File: src/rtl/fetch_unit_pkg.sv
// Shared core constants for the instruction fetch path.
package fetch_unit_pkg;

   localparam int unsigned XLEN             = 32;
   localparam logic [31:0] RESET_PC_DEFAULT = 32'h0000_0000;
   localparam int unsigned PC_INC           = 4;
   localparam logic [31:0] NOP_INSTR        = 32'h0000_0013;

   // Fetch queue geometry; the count must be able to represent DEPTH.
   localparam int unsigned FIFO_DEPTH = 2;
   localparam int unsigned CNT_W      = 2;

endpackage

File: src/rtl/fetch_fifo.sv
// Two-entry fetch queue of {pc, instr}; entry 0 is always the head.
module fetch_fifo
   import fetch_unit_pkg::*;
#(
   parameter int unsigned DATA_W = 64
) (
   input  logic              clk,
   input  logic              rst,
   input  logic              i_push,
   input  logic              i_pop,
   input  logic              i_flush,
   input  logic [DATA_W-1:0] i_data,
   output logic [DATA_W-1:0] o_head,
   output logic              o_valid,
   output logic [CNT_W-1:0]  o_count
);

   logic [DATA_W-1:0] r_e0;
   logic [DATA_W-1:0] r_e1;
   logic [CNT_W-1:0]  r_count;

   logic [DATA_W-1:0] w_e0_n;
   logic [DATA_W-1:0] w_e1_n;
   logic [CNT_W-1:0]  w_count_n;
   logic              w_pop;
   logic              w_push;

   // Next-state of the shift queue; a pop moves entry 1 into the head slot.
   always_comb begin
      w_e0_n    = r_e0;
      w_e1_n    = r_e1;
      w_count_n = r_count;
      w_pop     = i_pop && (r_count != CNT_W'(0));
      w_push    = i_push && ((r_count < CNT_W'(FIFO_DEPTH)) || w_pop);
      if (i_flush) begin
         w_count_n = CNT_W'(0);
      end else begin
         case ({w_push, w_pop})
            2'b10: begin
               if (r_count == CNT_W'(0)) w_e0_n = i_data;
               else                      w_e1_n = i_data;
               w_count_n = r_count + CNT_W'(1);
            end
            2'b01: begin
               w_e0_n    = r_e1;
               w_count_n = r_count - CNT_W'(1);
            end
            2'b11: begin
               if (r_count == CNT_W'(1)) begin
                  w_e0_n = i_data;
               end else begin
                  w_e0_n = r_e1;
                  w_e1_n = i_data;
               end
            end
            default: ;
         endcase
      end
   end

   // Queue storage and occupancy.
   always_ff @(posedge clk or posedge rst) begin
      if (rst) begin
         r_e0    <= '0;
         r_e1    <= '0;
         r_count <= '0;
      end else begin
         r_e0    <= w_e0_n;
         r_e1    <= w_e1_n;
         r_count <= w_count_n;
      end
   end

   assign o_head  = r_e0;
   assign o_valid = (r_count != CNT_W'(0));
   assign o_count = r_count;

endmodule

File: src/rtl/fetch_unit.sv
// Instruction fetch: PC sequencing, one in-flight i_mem read, redirect and queue.
module fetch_unit
   import fetch_unit_pkg::*;
#(
   parameter int unsigned      WIDTH    = XLEN,
   parameter logic [WIDTH-1:0] RESET_PC = WIDTH'(RESET_PC_DEFAULT)
) (
   input  logic             clk,
   input  logic             rst,
   output logic [WIDTH-1:0] imem_addr,
   input  logic [WIDTH-1:0] imem_data,
   input  logic             redirect_valid,
   input  logic [WIDTH-1:0] redirect_pc,
   output logic             out_valid,
   input  logic             out_ready,
   output logic [WIDTH-1:0] out_pc,
   output logic [WIDTH-1:0] out_instr
);

   logic [WIDTH-1:0]   r_pc;
   logic               r_inflight;
   logic [WIDTH-1:0]   r_inflight_pc;

   logic               w_pop;
   logic               w_push;
   logic               w_issue;
   logic [2:0]         w_occ;
   logic [CNT_W-1:0]   w_count;
   logic               w_valid;
   logic [2*WIDTH-1:0] w_head;
   logic [WIDTH-1:0]   w_target;

   // Issue only when the queue can absorb everything already owed to it.
   always_comb begin
      w_pop    = w_valid && out_ready;
      w_occ    = 3'(w_count) + 3'(r_inflight) - 3'(w_pop);
      w_issue  = !redirect_valid && (w_occ < 3'd2);
      w_push   = r_inflight && !redirect_valid;
      w_target = {redirect_pc[WIDTH-1:2], 2'b00};
   end

   // PC register: redirect wins over sequential advance; wraps naturally.
   always_ff @(posedge clk or posedge rst) begin
      if (rst)                 r_pc <= RESET_PC;
      else if (redirect_valid) r_pc <= w_target;
      else if (w_issue)        r_pc <= r_pc + WIDTH'(PC_INC);
   end

   // In-flight tracker; a redirect cycle never issues, which squashes it.
   always_ff @(posedge clk or posedge rst) begin
      if (rst) begin
         r_inflight    <= 1'b0;
         r_inflight_pc <= '0;
      end else begin
         r_inflight <= w_issue;
         if (w_issue) r_inflight_pc <= r_pc;
      end
   end

   fetch_fifo #(
      .DATA_W (2*WIDTH)
   ) u_fifo (
      .clk     (clk),
      .rst     (rst),
      .i_push  (w_push),
      .i_pop   (w_pop),
      .i_flush (redirect_valid),
      .i_data  ({r_inflight_pc, imem_data}),
      .o_head  (w_head),
      .o_valid (w_valid),
      .o_count (w_count)
   );

   assign imem_addr = r_pc;
   assign out_valid = w_valid;
   assign out_pc    = w_head[2*WIDTH-1:WIDTH];
   assign out_instr = w_head[WIDTH-1:0];

endmodule

File: config.mk
export PLATFORM = sky130hd
export DESIGN_NAME = fetch_unit
export DESIGN_NICKNAME = d
export VERILOG_FILES = /design/src/rtl/fetch_unit_pkg.sv /design/src/rtl/fetch_fifo.sv /design/src/rtl/fetch_unit.sv
export SDC_FILE = /design/constraint.sdc
export NUM_CORES = 1
export LEC_CHECK = 0
export BUFFER_PORTS_ARGS = -buffer_cell sky130_fd_sc_hd__buf_2
export CAP_MARGIN = 20
export CORE_ASPECT_RATIO = 1.2
export CORE_UTILIZATION = 25
export CTS_BUF_LIST = sky130_fd_sc_hd__clkbuf_4
export CTS_CLUSTER_SIZE = 14
export DETAILED_ROUTE_END_ITERATION = 6
export PLACE_DENSITY = 0.52
export SLEW_MARGIN = 20
export SYNTH_ARGS = -nofsm -noshare
export SYNTH_HDL_FRONTEND = slang
export SYNTH_SLANG_ARGS = --single-unit
File: constraint.sdc
create_clock -name clk -period 5.1 [get_ports clk]
set_input_delay 0.255 -clock clk [delete_from_list [all_inputs] [get_ports clk]]
set_output_delay 0.255 -clock clk [all_outputs]
set_load 0.005 [all_outputs]
==> metrics, run 1 <==
Detailed Route Iter0 Violations=249; Synth area leader=dfrtp_1; Netlist cell types=41; Synth Area in Compound Gates=0.0802; Site Rows=72; Via density=4.51; largest cells by area after synthesis=dfrtp_1 57%, mux2_2 13%, mux2i_1 7.9%; post-synthesis xor/xnor area fraction=0.00952; Remaining DRCs=0; vias post-DR=6008; clk root buf=clkbuf_4; Area after DPL=0.00950 mm2; Worst Hold Class=in -> reg; mux contribution to synthesized area=0.204; combinational family with the most area after synthesis=multiplexers; Synth Warn #=0; Routed Antenna Nets=0; syn_area_per_cell=11.7 um2; initial antenna violation count=2; Worst-Skew Late Latency=0.64 ns; routing usage on met1=0.163; DP HPWL=13000 um; Post-synth EDFFs=0; # fillers=3320; post-CTS sizing=0; Setup violations, final=0; status=completed; crit path kind=reg -> reg; CP arrival=4.57 ns; pre-CTS setup slack=1.14 ns; clock period minus worst slack=4.00 ns; final setup margin=1.10 ns; RSZ-0062 raised after global routing=false; largest net degree at the start of global routing=134; Top Usage Layer GRT=met2; setup TNS=0 ns; sequential fraction of the synthesis area=0.568; GRT Overall Usage=0.125; M2 GR Usage=0.201; FF+latch count, synth=188; CP required=5.67 ns; vias in the first global route=6013; routed len/inst=15.1 um; clock sink total=approximately 190; Tightest Pin Transition=slightly above 0.9 ns; Initial Util=0.255; layout cells sized above 1=0.325; critical path endpoint category=flop; CTS tree=built; Layout area overhead=25.9%; Core Region=about 0.032 mm2; die area=approximately 0.034 mm2; Synth Area in Simple Gates=0.0981; Chip Height=201 um; period utilization=0.785; IO Pins=165; routing usage on met3=0.0273; Core Util, Final=0.322; CP Max Fanout=19; post-CTS setup buffer count=0; Max Freq=0.250 GHz; Adder-Cell Fraction of Synth Area=0.00846; die span in x=around 170 um; LEAKAGE=4.78 nW; clock-pin slew on the worst setup and hold paths=0.18 ns; max-slew violation count=0; max-capacitance violation count=0; GPL Wtd Cong=0.733; maximum vdd drop=146 uV; crit path launch type=flop; global-route wire length before repair=32600 um; Slew HR=0.377; final hold viol count=0; top cell type's share of synthesized area=0.568; port bufs=160; Nets=984; Power Dens Cells=516 mW/mm2; TritonCTS buffer count=17; Remaining Overflow, GRT=0; Synth async-reset ratio=1.00; Clock Tree Buf Depth=2; Post-Layout Inst Area=between 0.01 and 0.015 mm2; DR pass1 iterations=4; final WL=between 20000 and 25000 um; Syn Inst Count=707; mapped cell area=between 0.008 and 0.009 mm2; clk_skew=0.0239 ns; htree depth=4; ys flop type=dfrtp_1
## worst max-delay path, cell delays in order (launching register included)
cell      delay [ns]
dfrtp_1         0.49
inv_1           0.16
ha_1            0.20
nand2b_1        0.30
inv_1           0.08
ha_1            0.28
nor2b_1         0.05
fa_1            0.37
xnor2_1         0.30
or4_1           0.97
or4_1           0.54
a31oi_1         0.17
## layout by cell type (no fill, tap or decap), types with 14 or more instances in the layout
cell type      synthesis  routed
or4_1                 16      16
dfrtp_1              188     188
clkbuf_4               0      17
a31oi_1               18      18
mux2i_1               65      65
a21oi_1               66      65
o31ai_1               14      14
buf_2                  7     160
nor2_1                87      87
dlygate4sd3_1          0      64
mux2_2                92      92
nand2_1               22      22
## routing by layer
metal  vias up  wire length (um)
met4         0               281
li1       2939                 -
met5         -                 0
met3        11               614
met2       113              9520
met1      2945              9670
## sequential cells by signal, indices dropped and copies added (netlist names)
name / cells
r_inflight: 1
imem_addr: 30
u_fifo.r_e1: 62
u_fifo.o_head: 63
u_fifo.o_count: 2
r_inflight_pc: 30
## final timing paths
kind | start | endpoint | slack [ns] | cells after the start
min reg2reg | u_fifo.r_e1[17] | u_fifo.r_e1[17] | 0.53 | 1
max in group asynchronous | rst | u_fifo.o_head[14] | 3.45 | 5
min | out_ready | u_fifo.o_count[1] | 0.20 | 5
max | u_fifo.o_count[1] | imem_addr[24] | 1.10 | 11
min in group asynchronous | rst | u_fifo.o_head[61] | 0.32 | 4
max reg2reg | u_fifo.o_count[1] | imem_addr[24] | 1.10 | 11
## where the power goes
| part | switching [mW] | internal [mW] |
|---|---|---|
| Clock | 0.599 | 0.220 |
| Sequential | 0.377 | 2.14 |
| Combinational | 0.976 | 1.07 |
## Yosys cell counts (2+ instances only)
cell      number
dfrtp_1      188
mux2_2        92
nor2_1        87
a21oi_1       66
mux2i_1       65
clkbuf_1      37
nand2_1       22
a31oi_1       18
or4_1         16
o31ai_1       14
nand3_1       11
o21ai_0       11
inv_1         10
xnor2_1        9
buf_2          7
nand4_1        7
ha_1           4
nand2b_1       4
or3_1          4
buf_4          3
nor3_1         3
nor4_1         3
and4_1         2
buf_6          2
nand3b_1       2
nor2b_1        2
nor4b_1        2
o21ai_1        2
o31a_1         2
## metrics by stage
step,std cells,total power [mW],hold WS [ns]
floorplan,708,3.90,0.375
CTS,1331,5.51,0.114
global placement,1235,4.56,0.467
detailed placement,1235,4.62,0.472
finish,1333,5.38,0.200
global route,1333,5.85,0.213
## timing repair
item | in CTS | in global routing
hold buffers | 64 | 0
hold endpoints to repair | 227 | 0
setup endpoints to repair | 0 | 0
## final cells by class
cell class / instances / area, um2 / area share
Antenna cell: 2 / 5.00 / 0.000480
Clock buffer: 17 / 128 / 0.0122
Clock inverter: 15 / 155 / 0.0149
Sequential cell: 188 / 4700 / 0.451
Tap cell: 407 / 509 / 0.0488
Timing Repair Buffer: 234 / 1540 / 0.148
Inverter: 10 / 41.3 / 0.00396
Multi-Input combinational cell: 460 / 3340 / 0.321
## cells by family after synthesis
| group | Yosys count |
|---|---|
| AOI/OAI and AO/OA | 117 |
| muxes | 157 |
| and+or+nand+nor | 170 |
| adders and majority gates | 5 |
| other | 1 |
| DFF | 188 |
| xor gates and xnor gates | 9 |
| buffers and inverters | 60 |
Power figures use the tool's default switching activity.
==> run 2: changes to the inputs <==
- PLACE_DENSITY: 0.52 -> 0.51
- clock period: 5.1 -> 4.2 ns (I/O delays scaled with it)
==> run 2 against run 1 <==
Sequential share of layout area shrank 0.18 points. Worst setup slack got worse by 0.67 ns. Design area grew 0.40%. First-iteration DRC count is 31% lower. Core utilization is 0.13 points higher. Critical endpoint is now imem_addr[23]. Highest routed layer unchanged.
==> metrics, run 2 (same netlist as run 1, synthesis figures left out) <==
R2R setup slack=0.43 ns (-0.67 ns); clk root buf=clkbuf_4; TritonCTS buffer count=17 (unchanged); metal2 WL=9830 um (+3.3%); Power Dens Cells=626 mW/mm2 (+21%); final WL=20500 um (+1.9%); Max Freq=0.265 GHz (+6.2%); most frequent cells in the layout=188 x dfrtp_1, 160 x buf_2, 92 x mux2_2; IO Pins=165 (unchanged); top layer used by detailed routing=met4; post-CTS setup buffer count=0 (unchanged); port bufs=160 (unchanged); Chip Height=201 um (unchanged); Largest register FFs=63 (unchanged); clock-pin slew on the worst setup and hold paths=0.17 ns (about the same); Remaining DRCs=0 (unchanged); layout cells sized above 1=0.328 (+0.00291); Via density=4.50 (-0.11%); pre-CTS setup slack=0.431 ns (-0.708 ns); Initial Util=0.255 (unchanged); clock period minus worst slack=3.77 ns (-0.234 ns); RR Startpoint=u_fifo.o_count[1]; met3 WL post-DR=715 um (+16%); max-capacitance violation count=0 (unchanged); DP HPWL=13400 um (+2.9%); GPL Wtd Cong=0.706 (-3.6%); commonest non-fill, non-tap cell in the layout=dfrtp_1; max-slew violation count=0 (unchanged); crit path kind=reg -> reg; die span in x=168 um (unchanged); wl on met1=9550 um (-1.2%); final setup margin=0.429 ns (-0.666 ns); initial antenna violation count=1 (-1); critical path endpoint category=flop; Slew HR=0.506 (+0.129); worst reg-to-reg path cell count=11 (unchanged); Setup violations, final=0 (unchanged); Hold Buf Count CTS=64 (unchanged); CP required=4.75 ns (-0.92 ns); global-route wire length before repair=33100 um (+1.5%); largest net degree at the start of global routing=89 (-34%); DR pass1 iterations=4 (unchanged); CP arrival=4.32 ns (-0.25 ns); status=completed; Clock Tree Buf Depth=2 (unchanged); Area after DPL=0.00954 mm2 (+0.45%); vias in the first global route=5930 (-1.4%); WHS=0.148 ns (-0.0515 ns); routed len/inst=15.3 um (+1.7%); vias post-DR=6015 (+0.12%); crit path launch type=flop; CTS tree=built; RSZ-0062 raised after global routing=false; LEAKAGE=4.82 nW (+0.85%); Reg2Reg Capture Point=imem_addr[23]; Worst-Skew Late Latency=0.64 ns (about the same); clk_skew=0.0245 ns (+0.000626 ns); die area=0.0339 mm2 (unchanged); Layout area overhead=26.4%; clock sink total=188 (unchanged); Nets=988 (+0.41%); Detailed Route Iter0 Violations=173 (-31%); post-CTS sizing=0 (unchanged); period utilization=0.898 (+0.113); Routed Antenna Nets=0 (unchanged); Core Region=0.0324 mm2 (unchanged); Post-Layout Inst Area=0.0105 mm2 (+0.40%); GRT Overall Usage=0.128 (+0.00266); CP Max Fanout=21 (+2); Worst Hold Class=in -> async; setup TNS=0 ns (unchanged); final hold viol count=0 (unchanged); Site Rows=72 (unchanged); final std cells w/o fill=1336 (+0.23%); Tightest Pin Transition=0.742 ns (-0.193 ns); Remaining Overflow, GRT=0 (unchanged); htree depth=4 (unchanged); placed insts=1239 (+0.32%); maximum vdd drop=275 uV (+88%)
## run 2: stage by stage
step / util / power, mW
6_report: 0.323 / 6.56
3_5_place_dp: 0.294 / 5.61
3_3_place_gp: 0.294 / 5.54
2_1_floorplan: - / 4.74
5_1_grt: 0.323 / 7.13
4_1_cts: 0.323 / 6.72
## run 2: worst max path at each step
| stage | cells past startpoint | startpoint | slack (ns) | end |
|---|---|---|---|---|
| 6_report | 11 | u_fifo.o_count[1] | 0.43 | imem_addr[23] |
| 5_1_grt | 11 | u_fifo.o_count[1] | 0.14 | imem_addr[29] |
| 3_3_place_gp | 11 | u_fifo.o_count[1] | 0.50 | imem_addr[25] |
| 3_5_place_dp | 11 | u_fifo.o_count[1] | 0.43 | imem_addr[27] |
| 4_1_cts | 11 | u_fifo.o_count[1] | 0.39 | imem_addr[23] |
| 2_1_floorplan | 13 | u_fifo.o_count[1] | 0.78 | imem_addr[19] |
## run 2: per-layer routing
metal	up-vias	global-route usage
li1	2938	-
met1	2932	0.162
met2	127	0.209
met3	18	0.0309
met4	0	0.0481
met5	-	0
## run 2: layout make-up
type / count / area (um2)
clock buffer: 17 / 128
inverter: 10 / 41.3
tap: 407 / 509
fill: 3322 / 22000
multi-input combinational: 460 / 3340
timing repair buffer: 238 / 1580
sequential: 188 / 4700
clock inverter: 15 / 156
antenna: 1 / 2.50
## run 2: power by group
part	internal (mW)	switching, mW	leakage, nW
sequential	2.59	0.463	2.19
combinational	1.30	1.18	2.47
clock	0.318	0.702	0.157
## run 2: worst max-delay path: stages, from the launching register on
cell	delay, ns
dfrtp_1	0.48
inv_1	0.15
ha_1	0.20
nand2b_1	0.32
inv_1	0.08
ha_1	0.27
nor2b_1	0.14
fa_1	0.48
nand3b_1	0.25
or4_4	0.60
or4_1	0.55
a31oi_1	0.17
